**src/rtl/seven_seg_scan.sv**
```systemverilog
// Seven-segment driver: hex/BCD decode, leading-zero blanking, static and scanned outputs.
// Outputs are registered with one clock from digit register/mode inputs; there is no backpressure.
module seven_seg_scan #(
  parameter int DIGITS    = 4,
  parameter int SCAN_DIV  = 50000,
  parameter int BLINK_DIV = 64
) (
  input  logic                  clk,
  input  logic                  rst_n,
  input  logic [4*DIGITS-1:0]   data_input,
  input  logic                  load,
  input  logic                  hex_mode,
  input  logic                  blank_lz,
  input  logic                  blink_en,
  output logic [7*DIGITS-1:0]   data_output,
  output logic [6:0]            seg_out,
  output logic [DIGITS-1:0]     dig_sel
);

  localparam int TW = (SCAN_DIV > 1)  ? $clog2(SCAN_DIV)  : 1;
  localparam int BW = (BLINK_DIV > 1) ? $clog2(BLINK_DIV) : 1;
  localparam int IW = (DIGITS > 1)    ? $clog2(DIGITS)    : 1;
  localparam logic [TW-1:0] TICK_LAST  = TW'(SCAN_DIV - 1);
  localparam logic [BW-1:0] BLINK_LAST = BW'(BLINK_DIV - 1);
  localparam logic [IW-1:0] IDX_LAST   = IW'(DIGITS - 1);
  localparam logic [6:0]    SEG_BLANK  = 7'h7F;

  logic [4*DIGITS-1:0] digits_q, digits_d;
  logic [TW-1:0]       tick_q, tick_d;
  logic [BW-1:0]       blink_q, blink_d;
  logic [IW-1:0]       idx_q, idx_d;
  logic                phase_q, phase_d;
  logic [7*DIGITS-1:0] data_q, data_d;
  logic [6:0]          seg_q, seg_d;
  logic [DIGITS-1:0]   sel_q, sel_d;
  logic [6:0]          dec [DIGITS];
  logic                tick;
  logic                leading;

  function automatic logic [6:0] seg_decode(input logic [3:0] v, input logic hex);
    logic [6:0] s;
    case (v)
      4'h0: s = 7'h40;
      4'h1: s = 7'h79;
      4'h2: s = 7'h24;
      4'h3: s = 7'h30;
      4'h4: s = 7'h19;
      4'h5: s = 7'h12;
      4'h6: s = 7'h02;
      4'h7: s = 7'h78;
      4'h8: s = 7'h00;
      4'h9: s = 7'h10;
      4'hA: s = 7'h08;
      4'hB: s = 7'h03;
      4'hC: s = 7'h46;
      4'hD: s = 7'h21;
      4'hE: s = 7'h06;
      default: s = 7'h0E;
    endcase
    // Non-decimal nibbles in BCD mode show a dash.
    if (!hex && v > 4'h9) s = 7'h3F;
    return s;
  endfunction

  always_comb begin
    leading = blank_lz;
    for (int i = DIGITS - 1; i >= 0; i--) begin
      dec[i] = seg_decode(digits_q[4*i +: 4], hex_mode);
      if (leading && i != 0 && digits_q[4*i +: 4] == 4'h0) begin
        dec[i] = SEG_BLANK;
      end else begin
        leading = 1'b0;
      end
    end
  end

  always_comb begin
    data_d = '0;
    for (int i = 0; i < DIGITS; i++) begin
      data_d[7*i +: 7] = dec[i];
    end
    seg_d = (blink_en && phase_q) ? SEG_BLANK : dec[idx_q];
    sel_d = ~(DIGITS'(1) << idx_q);
  end

  always_comb begin
    tick     = (tick_q == TICK_LAST);
    digits_d = load ? data_input : digits_q;
    tick_d   = tick ? '0 : tick_q + 1'b1;
    idx_d    = idx_q;
    blink_d  = blink_q;
    phase_d  = phase_q;
    if (tick) begin
      idx_d = (idx_q == IDX_LAST) ? '0 : idx_q + 1'b1;
      if (blink_q == BLINK_LAST) begin
        blink_d = '0;
        phase_d = ~phase_q;
      end else begin
        blink_d = blink_q + 1'b1;
      end
    end
  end

  always_ff @(posedge clk or negedge rst_n) begin
    if (!rst_n) begin
      digits_q <= '0;
      tick_q   <= '0;
      blink_q  <= '0;
      idx_q    <= '0;
      phase_q  <= 1'b0;
      data_q   <= {DIGITS{SEG_BLANK}};
      seg_q    <= SEG_BLANK;
      sel_q    <= '1;
    end else begin
      digits_q <= digits_d;
      tick_q   <= tick_d;
      blink_q  <= blink_d;
      idx_q    <= idx_d;
      phase_q  <= phase_d;
      data_q   <= data_d;
      seg_q    <= seg_d;
      sel_q    <= sel_d;
    end
  end

  assign data_output = data_q;
  assign seg_out     = seg_q;
  assign dig_sel     = sel_q;

endmodule

```
**config.mk**
```make
export PLATFORM = sky130hd
export DESIGN_NAME = seven_seg_scan
export DESIGN_NICKNAME = d
export VERILOG_FILES = /design/src/rtl/seven_seg_scan.sv
export SDC_FILE = /design/constraint.sdc
export NUM_CORES = 1
export LEC_CHECK = 0
export ABC_AREA = 1
export ABC_CLOCK_PERIOD_IN_PS = 1920
export CAP_MARGIN = 40
export CORE_MARGIN = 3
export CORE_UTILIZATION = 35
export CTS_CLUSTER_DIAMETER = 30
export DETAILED_ROUTE_END_ITERATION = 6
export DONT_BUFFER_PORTS = 1
export PLACE_DENSITY_LB_ADDON = 0.25
export SYNTH_ARGS = -nofsm -noshare
export SYNTH_HDL_FRONTEND = slang
export SYNTH_SLANG_ARGS = --single-unit
```
**constraint.sdc**
```tcl
create_clock -name clk -period 1.92 [get_ports clk]
set_input_delay 0.192 -clock clk [delete_from_list [all_inputs] [get_ports clk]]
set_output_delay 0.192 -clock clk [all_outputs]
set_load 0.02 [all_outputs]
```
# Word-level counts from Yosys, hierarchy flattened
# Memories as Yosys holds them, arrays and structs flattened.
# Index checks and enable logic that the tools add are counted.
dict set report totals {
  reg_bits 80
  romBits 448
  inputBits 22
  output_inout_bits 39
  elab_cells 56
  mem_count 4
}
# memory depth width read_ports rd_ports_with_merged_regs write_ports line_no
set memory_table {}
lappend memory_table {{(name not given)} 16 7 1 0 0 42} ;# case (v)
lappend memory_table {{(name not given)} 16 7 1 0 0 42}
lappend memory_table {{(name not given)} 16 7 1 0 0 42}
lappend memory_table {{(name not given)} 16 7 1 0 0 42}
dict set report op_classes {
  addsub 3
  order_cmp 5
  n_eq_ne 3
  shifts 1
  muxes 16
  bitwise_logic 3
  reduce_logical 13
}
# operator n
set ops {}
lappend ops {{two-way mux 7 bit} 10}
lappend ops {{adder 16 x 1 -> 16 bit, second input constant} 1}
lappend ops {{equality test 16 bit, second input constant} 1}
lappend ops {{greater-than comparator 4 bit, second input constant} 4}
lappend ops {{two-way mux 16 bit} 1}
lappend ops {{binary-select mux 7 bit (select 2 bit)} 1}
lappend ops {{logical NOT 4 bit} 3}
lappend ops {{logical AND 1 bit} 8}
lappend ops {{adder 6 x 1 -> 6 bit, second input constant} 1}
lappend ops {{equality test 6 bit, second input constant} 1}
lappend ops {{two-way mux 6 bit} 1}
lappend ops {{inverter 4 bit} 1}
lappend ops {{<< shifter 1 x 2 -> 4 bit, first input constant} 1}
lappend ops {{>= comparator 3 bit, second input constant} 1}
lappend ops {{inverter 2 -> 3 bit} 1}
lappend ops {{adder 2 x 1 -> 2 bit, second input constant} 1}
lappend ops {{equality test 2 bit, second input constant} 1}
lappend ops {{two-way mux 1 bit} 2}
lappend ops {{two-way mux 2 bit} 1}
lappend ops {{AND reduction 2 bit} 1}
lappend ops {{logical NOT 1 bit} 1}
lappend ops {{inverter 1 bit} 1}

# Longest topological paths before layout
# Gate-level depths: netlist of the first run.
dict set report logic_depth {
  word_depth 11
  depth_mapped 11
  depth_no_buf 11
}

# Worst setup path before layout of the first run
# OpenSTA, ideal clock, no wires.
dict set report synth_timing {
  path_type {register -> register}
  startpoint {reg digits_q[12]}
  endpoint {reg seg_q[4], in the netlist seg_out[4]}
  setup_ns 0.086
  arrival_ns 1.393
  path_slack_ns 0.441
  path_stages_with_launch 10
  synth_period_minus_slack_ns 1.479
  cell_sequence {dfrtp_1 inv_1 ha_1 nand2_1 nand3_1 nand2_1 nor2_1 nand2_1 nand3_1 nand3_1}
}
dict set report synth_via {
  elab_chain_cells 11
  elab_cells_between_ends 17
}
# element line_no
set synth_rtl {}
lappend synth_rtl {{start, declared} 28} ;# logic [4*DIGITS-1:0] digits_q, digits_d;
lappend synth_rtl {{start signal, assigned} 115} ;# digits_q <= digits_d;
lappend synth_rtl {{parallel branches: the longest is 7 deep, another holds memory (16 x 7 bit)} n/a}
lappend synth_rtl {{binary-select mux 7 bit (select 2 bit) *} 82} ;# seg_d = (blink_en && phase_q) ? SEG_BLANK : dec[idx_q];
lappend synth_rtl {{two-way mux 7 bit (not written as such) * (2 in a row)} 82}
lappend synth_rtl {{two-way mux 7 bit *} 82}
lappend synth_rtl {{via seg_d[4]} 34} ;# logic [6:0] seg_q, seg_d;
lappend synth_rtl {{end signal, assigned} 121} ;# seg_q <= seg_d;
lappend synth_rtl {{end, declared} 34}
# Mark *: on every way through the listed nets, which the timed path passes. The select of a mux whose other input is x is not followed.
# A chain may end at the register's enable or synchronous reset.

# Final worst setup path of the first run
# Ends and elaborated chain as after synthesis.

==> metrics.yaml, run 1 <==
clocking:
  cts_tree: "done"
  insertion_delay_ns: 0.35
  numCtsBuffers: 9
  hold_buffers: 17
  cts.clk_slew.worst_paths_ns: 0.07
  htreeDepth: 3
  cts_buffer_depth: 2
  cts_setup_buffers: 0
  clock_sinks: 80
  cts_root_buf: "clkbuf_16"
yosys:
  ys.flop_type: "dfrtp_1"
  netlist_area_sq_um: 4610
  synth_top_cell_area_share: 0.223
  syn_inst: 565
  synthDistinctLibCells: 34
  synth.area.top_cells: "dfrtp_1, dfstp_2, nand2_1"
  postSynthAreaPerCell_sq_um: 8.15
  synth_area_leader_cell: "dfrtp_1"
  yosysWarningCount: 0
  ys_async_sr_fraction: 1.00
  synth-edff-count: 0
  ys_seq_elements: 80
  synth_nets: 620
  synth-seq-area-share: 0.445
die:
  rows: 41
  start_util: 0.362
  ios: 61
  coreArea_sq_um: 12700
  fp.dieW_um: 121
  die-area_sq_um: 14600
  die_height_um: 121
global_routing:
  grt_max_degree: 81
  grt_pass1_vias: 3499
  overflow: 0
  grt_antenna_before_repair: 0
  track_usage: 0.156
  grt_pass1_wl_mm: 17.8
routing:
  wl_mm: 10.5
  vias: 3600
  vias_per_cell: 4.74
  drt_iter0_drc: 218
  ant_nets: 0
  post-route-drc-count: 0
  avgRoutedWirePerCell_um: 13.8
  dr.pass1.iters: 4
status:
  status: "complete, but fails checks"
  violations: "negative hold slack"
pwr:
  ir_drop_uv: 477
  p_seq_frac: 0.479
  p_leak_nw: 2.61
  swShare: 0.316
  internal_power_mw: 3.22
  power_density_nw_per_um2: 898
  p_switching_mw: 1.49
  power_mw: 4.71
  p_clk_frac: 0.385
  share_comb_of_total_power: 0.136
timing:
  fin_skew_ns: 0.00769
  fin_hold_ws_ns: -0.468
  setup_viol: 0
  tns_ns: 0
  drv_slew: 0
  tightest_slew_ns: 0.460
  fmax_mhz: 574
  hold_violations: 80
  relSlewSlack: 0.693
  rsz0062_at_grt: "false"
  fin_crit_ns: 1.74
  finalCritPeriodShare: 0.908
final_layout:
  drive_gt1_frac: 0.155
  fillers: 1301
  num_antenna_cells: 0
  synthToLayoutAreaGrowth_pct: 14.0
  instances_no_fill: 760
  finish.net_count: 638
  stdcell_area_sq_um: 5250
  final_common_cell: "nand2_1"
  most-common-layout-cells: "nand2_1, nand3_1, inv_1, nor2_1, dfrtp_1"
placement:
  place_area_sq_um: 4750
  placed_cells: 726
  port_buffers: 0
  place.gp.congestion: 0.852
  dp_hpwl_mm: 7.73
setup_path:
  crit_fanout: 6
  end_kind: "register"
  arrival_ns: 2.01
  path_class: "reg2reg"
  worstPathRequired_ns: 2.19
  crit_path_start_kind: "register"
worst_hold_path:
  hold_class: "in2async"
job:
  drv_cap: 0
## path summary, 6_finish.rpt
kind | slack, ns | cells past startpoint | startpoint | end
worst max register to register | 0.18 | 9 | digits_q[12]$_DFFE_PN0P_ | seg_out[4]$_DFF_PN1_
worst min register to register | 0.47 | 1 | tick_q[0]$_DFF_PN0_ | tick_q[0]$_DFF_PN0_
max in group asynchronous | 2.20 | 0 | rst_n | data_output[8]$_DFF_PN1_
min in group clk | 0.06 | 2 | blank_lz | data_output[27]$_DFF_PN1_
worst max-delay path | 0.18 | 9 | digits_q[12]$_DFFE_PN0P_ | seg_out[4]$_DFF_PN1_
worst min-delay path | -0.47 | 0 | rst_n | digits_q[14]$_DFFE_PN0P_
## critical path, cell delays in order (launching register included)
cell and delay [ns]:
dfrtp_1 0.44, inv_1 0.18, ha_2 0.25, nand2_1 0.08
nand3_1 0.14, nand2_1 0.13, nor2_1 0.21, nand2_1 0.08
nand3_1 0.09, nand3_1 0.07
## layer usage
layer	track usage	wire (um)
met2	0.236	4600
met4	0.0574	184
met3	0.0379	587
met1	0.218	5080
met5	0	0
## cells in the mapped netlist (2+ instances only)
cell type  count
nand2_1      152
nand3_1       78
inv_1         60
nor2_1        47
dfrtp_1       41
dfstp_2       39
o21ai_0       38
ha_1          33
a21oi_1        8
xor2_1         8
nand4_1        7
nand3_2        6
buf_6          5
nor3_1         5
buf_2          4
inv_2          4
nor2_4         4
buf_4          3
clkbuf_1       3
buf_1          2
clkinv_1       2
inv_4          2
nand3_4        2
xnor2_1        2
## logic make-up (layout without fill, tap and decap cells)
kind of cell / count (synthesis) / count (layout) / synth area share
buf+inv: 85 / 108 / 0.0820
simple gates: 310 / 310 / 0.313
xor+xnor: 10 / 10 / 0.0190
flops: 80 / 80 / 0.445
compound gates: 47 / 47 / 0.0513
fa+ha+maj: 33 / 33 / 0.0897
## metrics by stage
step,setup slack [ns],util
2_1_floorplan,0.441,-
3_3_place_gp,0.144,0.373
3_5_place_dp,0.148,0.373
4_1_cts,0.133,0.411
5_1_grt,0.00652,0.413
6_report,0.177,0.413
## flip-flops by register name, summed over array words and instances (netlist names)
register / cells
data_output: 28
tick_q: 16
idx_q: 2
digits_q: 16
phase_q: 1
dig_sel: 4
blink_q: 6
seg_out: 7
## layout make-up
type                       count  area, sq um  share of cell area
tap                          172          215              0.0410
timing repair buffer          24          230              0.0439
clock buffer                   9          225              0.0429
multi-input combinational    400         2180               0.416
sequential                    80         2050               0.391
inverter                      68          260              0.0496
clock inverter                 7         86.3              0.0164
## power groups by stage
stage | sequential (mW) | clock, mW | combinational (mW)
floorplan | 2.22 | 0 | 0.494
global placement | 2.29 | 0 | 0.602
detailed placement | 2.29 | 0 | 0.595
CTS | 2.26 | 1.87 | 0.637
global route | 2.28 | 1.95 | 0.738
finish | 2.26 | 1.81 | 0.642
## repair_timing
item                                    in CTS  in global routing
endpoints found under the hold margin       96                 80
gates resized for setup                      0                  5
endpoints found under the setup margin       0                  3
Note: power is estimated with default switching activity, not from simulation.
==> run 2, diff against run 1 <==
--- a/config.mk
+++ b/config.mk
@@ -5,15 +5,16 @@
 export SDC_FILE = /design/constraint.sdc
 export NUM_CORES = 1
 export LEC_CHECK = 0
-export ABC_AREA = 1
 export ABC_CLOCK_PERIOD_IN_PS = 1920
 export CAP_MARGIN = 40
 export CORE_MARGIN = 3
 export CORE_UTILIZATION = 35
 export CTS_CLUSTER_DIAMETER = 30
+export CTS_CLUSTER_SIZE = 25
 export DETAILED_ROUTE_END_ITERATION = 6
 export DONT_BUFFER_PORTS = 1
 export PLACE_DENSITY_LB_ADDON = 0.25
+export REMOVE_ABC_BUFFERS = 1
 export SYNTH_ARGS = -nofsm -noshare
 export SYNTH_HDL_FRONTEND = slang
 export SYNTH_SLANG_ARGS = --single-unit
==> run 2 against run 1 <==
  * The run still ends with negative hold slack left
  * Wire length about the same
  * Utilization up 2.1 points
  * Critical path type unchanged
  * Critical endpoint is now seg_out[2]$_DFF_PN1_
  * Global-route usage increased by 0.21 points
==> metrics.yaml, run 2 <==
status:
  status: "complete, but fails checks"
  violations: "negative hold slack"
timing:
  drv_slew: 0  # unchanged
  finalCritPeriodShare: 0.962  # +0.0538
  fin_crit_ns: 1.85  # +0.103 ns
  post-route-worst-setup-slack_ns: 0.0732  # -0.103 ns
  rsz0062_at_grt: "true"
  hold_violations: 80  # unchanged
  fin_skew_ns: 0.00771  # +0.0000267 ns
  tightest_slew_ns: 0.715  # +0.255 ns
  relSlewSlack: 0.522  # -0.171
  setup_viol: 0  # unchanged
  fin_hold_ws_ns: -0.452  # +0.0166 ns
  fmax_mhz: 541  # -5.6%
global_routing:
  grt_pass1_vias: 3177  # -9.2%
  grt_antenna_before_repair: 0  # unchanged
  grt_max_degree: 81  # unchanged
  grt_pass1_wl_mm: 17.3  # -2.9%
  track_usage: 0.158  # +0.00210
  overflow: 0  # unchanged
yosys:
  synthDistinctLibCells: 59  # +74%
  synth_area_leader_cell: "dfrtp_1"
  synth-seq-area-share: 0.472  # +0.0272
  synth_top_cell_area_share: 0.236  # +0.0136
  synth_most_common_cell: "nand2_1"
  netlist_area_sq_um: 4340  # -5.8%
  ys.flop_type: "dfrtp_1"
  synth.area.top_cells: "dfrtp_1, dfstp_2, ha_1"
  ys_seq_elements: 80  # unchanged
  ys_async_sr_fraction: 1.00  # unchanged
  postSynthAreaPerCell_sq_um: 10.3  # +26%
  synth-edff-count: 0  # unchanged
  yosysWarningCount: 0  # unchanged
  syn_inst: 421  # -25%
  synth_commonest_cells: "nand2_1, dfrtp_1, dfstp_2"
pwr:
  p_seq_frac: 0.487  # +0.008
  internal_power_mw: 3.34  # +3.6%
  p_switching_mw: 1.30  # -13%
  power_density_nw_per_um2: 887  # -1.3%
  swShare: 0.281  # -0.0354
  ir_drop_uv: 501  # +5.1%
  share_comb_of_total_power: 0.153  # +0.017
  p_leak_nw: 2.26  # -13%
  power_mw: 4.64  # -1.5%
  p_clk_frac: 0.360  # -0.025
setup_path:
  crit_path_start_kind: "register"
  slowest_delay_ns: 0.42  # -0.02 ns
  crit_path_cell_trace: "inv_2, ha_1, nor2b_2, buf_4, nand4_4, and2_4, and3_1, o221ai_1"
  path_class: "reg2reg"
  crit_fanout: 6  # unchanged
  worstPathRequired_ns: 2.17  # -0.02 ns
  end_kind: "register"
  crit_buf_inv: 2  # +1
  slowest_stage: "dfrtp_1"
  path_delay_family: "simple AND/OR/NAND/NOR gates"
  worstReg2RegStart: "digits_q[8]$_DFFE_PN0P_"
  cp-startpoint: "digits_q[8]$_DFFE_PN0P_"
  arrival_ns: 2.10  # +0.09 ns
routing:
  vias: 3206  # -11%
  avgRoutedWirePerCell_um: 16.3  # +19%
  drt_iter0_drc: 179  # -18%
  ant_nets: 0  # unchanged
  post-route-drc-count: 0  # unchanged
  vias_per_cell: 5.01  # +5.8%
  wl_mm: 10.4  # about the same
  dr.pass1.iters: 4  # unchanged
clocking:
  htreeDepth: 3  # unchanged
  numCtsBuffers: 9  # unchanged
  cts.clk_slew.worst_paths_ns: 0.06  # about the same
  cts_root_buf: "clkbuf_16"
  clock_sinks: 80  # unchanged
  insertion_delay_ns: 0.34  # about the same
  cts_buffer_depth: 2  # unchanged
  cts_tree: "done"
die:
  start_util: 0.360  # -0.00216
  coreArea_sq_um: 12100  # -5.2%
  ios: 61  # unchanged
  die-area_sq_um: 13800  # -5.5%
  fp.dieW_um: 117  # -2.8%
  die_height_um: 117  # -2.8%
  rows: 40  # -2.4%
placement:
  dp_hpwl_mm: 7.47  # -3.4%
  place.gp.congestion: 0.876  # +2.9%
  port_buffers: 0  # unchanged
  dp_slack_ns: 0.0733  # -0.0749 ns
final_layout:
  multi_input_area_sq_um: 2150  # -1.3%
  final_common_cell: "nand2_1"
  drive_gt1_frac: 0.252  # +0.0974
  largest_reg_flops: 28  # unchanged
  seq_area_sq_um: 2050  # unchanged
  num_antenna_cells: 0  # unchanged
  most-common-layout-cells: "nand2_1, dfrtp_1, dfstp_2, ha_1, buf_4"
  synthToLayoutAreaGrowth_pct: 20.6
  fillers: 1161  # -11%
  finish.net_count: 522  # -18%
job:
  drv_cap: 0  # unchanged
worst_hold_path:
  hold_class: "in2async"
[run 2: area by class of cell]
class | count | share of cell area
clock buffer | 12 | 0.0471
clock inverter | 4 | 0.00860
inverter | 19 | 0.0136
multi-input combinational | 303 | 0.411
sequential | 80 | 0.392
tap | 168 | 0.0401
timing repair buffer | 54 | 0.0875
[run 2: worst reg2reg max path, stage by stage (launching register included)]
cell	delay (ns)
dfrtp_1	0.42
inv_2	0.11
ha_1	0.21
nor2b_2	0.19
buf_4	0.14
nand4_4	0.12
and2_4	0.21
and3_1	0.16
o221ai_1	0.20
[run 2: per-layer routing]
metal,vias up,track usage,part of all wire
li1,1581,-,-
met1,1572,0.210,0.44
met2,49,0.253,0.52
met3,4,0.0448,0.034
met4,0,0.0469,0.0060
met5,-,0,0
[run 2: worst paths after layout]
| check | to | slack (ns) | cells past startpoint |
|---|---|---|---|
| setup / recovery | seg_out[2]$_DFF_PN1_ | 0.07 | 8 |
| hold / removal | tick_q[10]$_DFF_PN0_ | -0.45 | 0 |
| max in group asynchronous | data_output[13]$_DFF_PN1_ | 2.17 | 0 |
| setup reg to reg | seg_out[2]$_DFF_PN1_ | 0.07 | 8 |
| hold reg to reg | tick_q[0]$_DFF_PN0_ | 0.47 | 1 |
| min in group clk | digits_q[7]$_DFFE_PN0P_ | 0.02 | 1 |
[run 2: stage by stage]
| step | TNS, ns | utilization | cell area, sq um | instances |
|---|---|---|---|---|
| 3_5_place_dp | 0 | 0.389 | 4690 | 601 |
| 4_1_cts | 0 | 0.428 | 5160 | 635 |
| 6_report | 0 | 0.434 | 5240 | 640 |
| 5_1_grt | -0.121 | 0.434 | 5240 | 640 |
| 2_1_floorplan | 0 | - | 4240 | 402 |
| 3_3_place_gp | 0 | 0.389 | 4690 | 601 |
[run 2: repair_timing]
action / in CTS / in global routing
hold buffers: 18 / 3
endpoints found under the setup margin: 0 / 8
endpoints found under the hold margin: 95 / 82
gates resized for setup: 0 / 12
setup buffers: 0 / 2
[run 2: cell families after synthesis]
kind of cell,after synthesis,synth area share
and+or+nand+nor,149,0.174
AOI/OAI and AO/OA,87,0.139
DFF,80,0.472
buffers and inverters,38,0.0386
adders and majority gates,33,0.0951
muxes,18,0.0487
xor gates and xnor gates,16,0.0323
[run 2: power groups by stage]
stage | Combinational [mW] | Sequential (mW) | Clock (mW)
2_1_floorplan | 0.388 | 2.27 | 0
3_3_place_gp | 0.635 | 2.30 | 0
3_5_place_dp | 0.641 | 2.30 | 0
4_1_cts | 0.686 | 2.27 | 1.73
5_1_grt | 0.783 | 2.28 | 1.82
6_report | 0.709 | 2.26 | 1.67
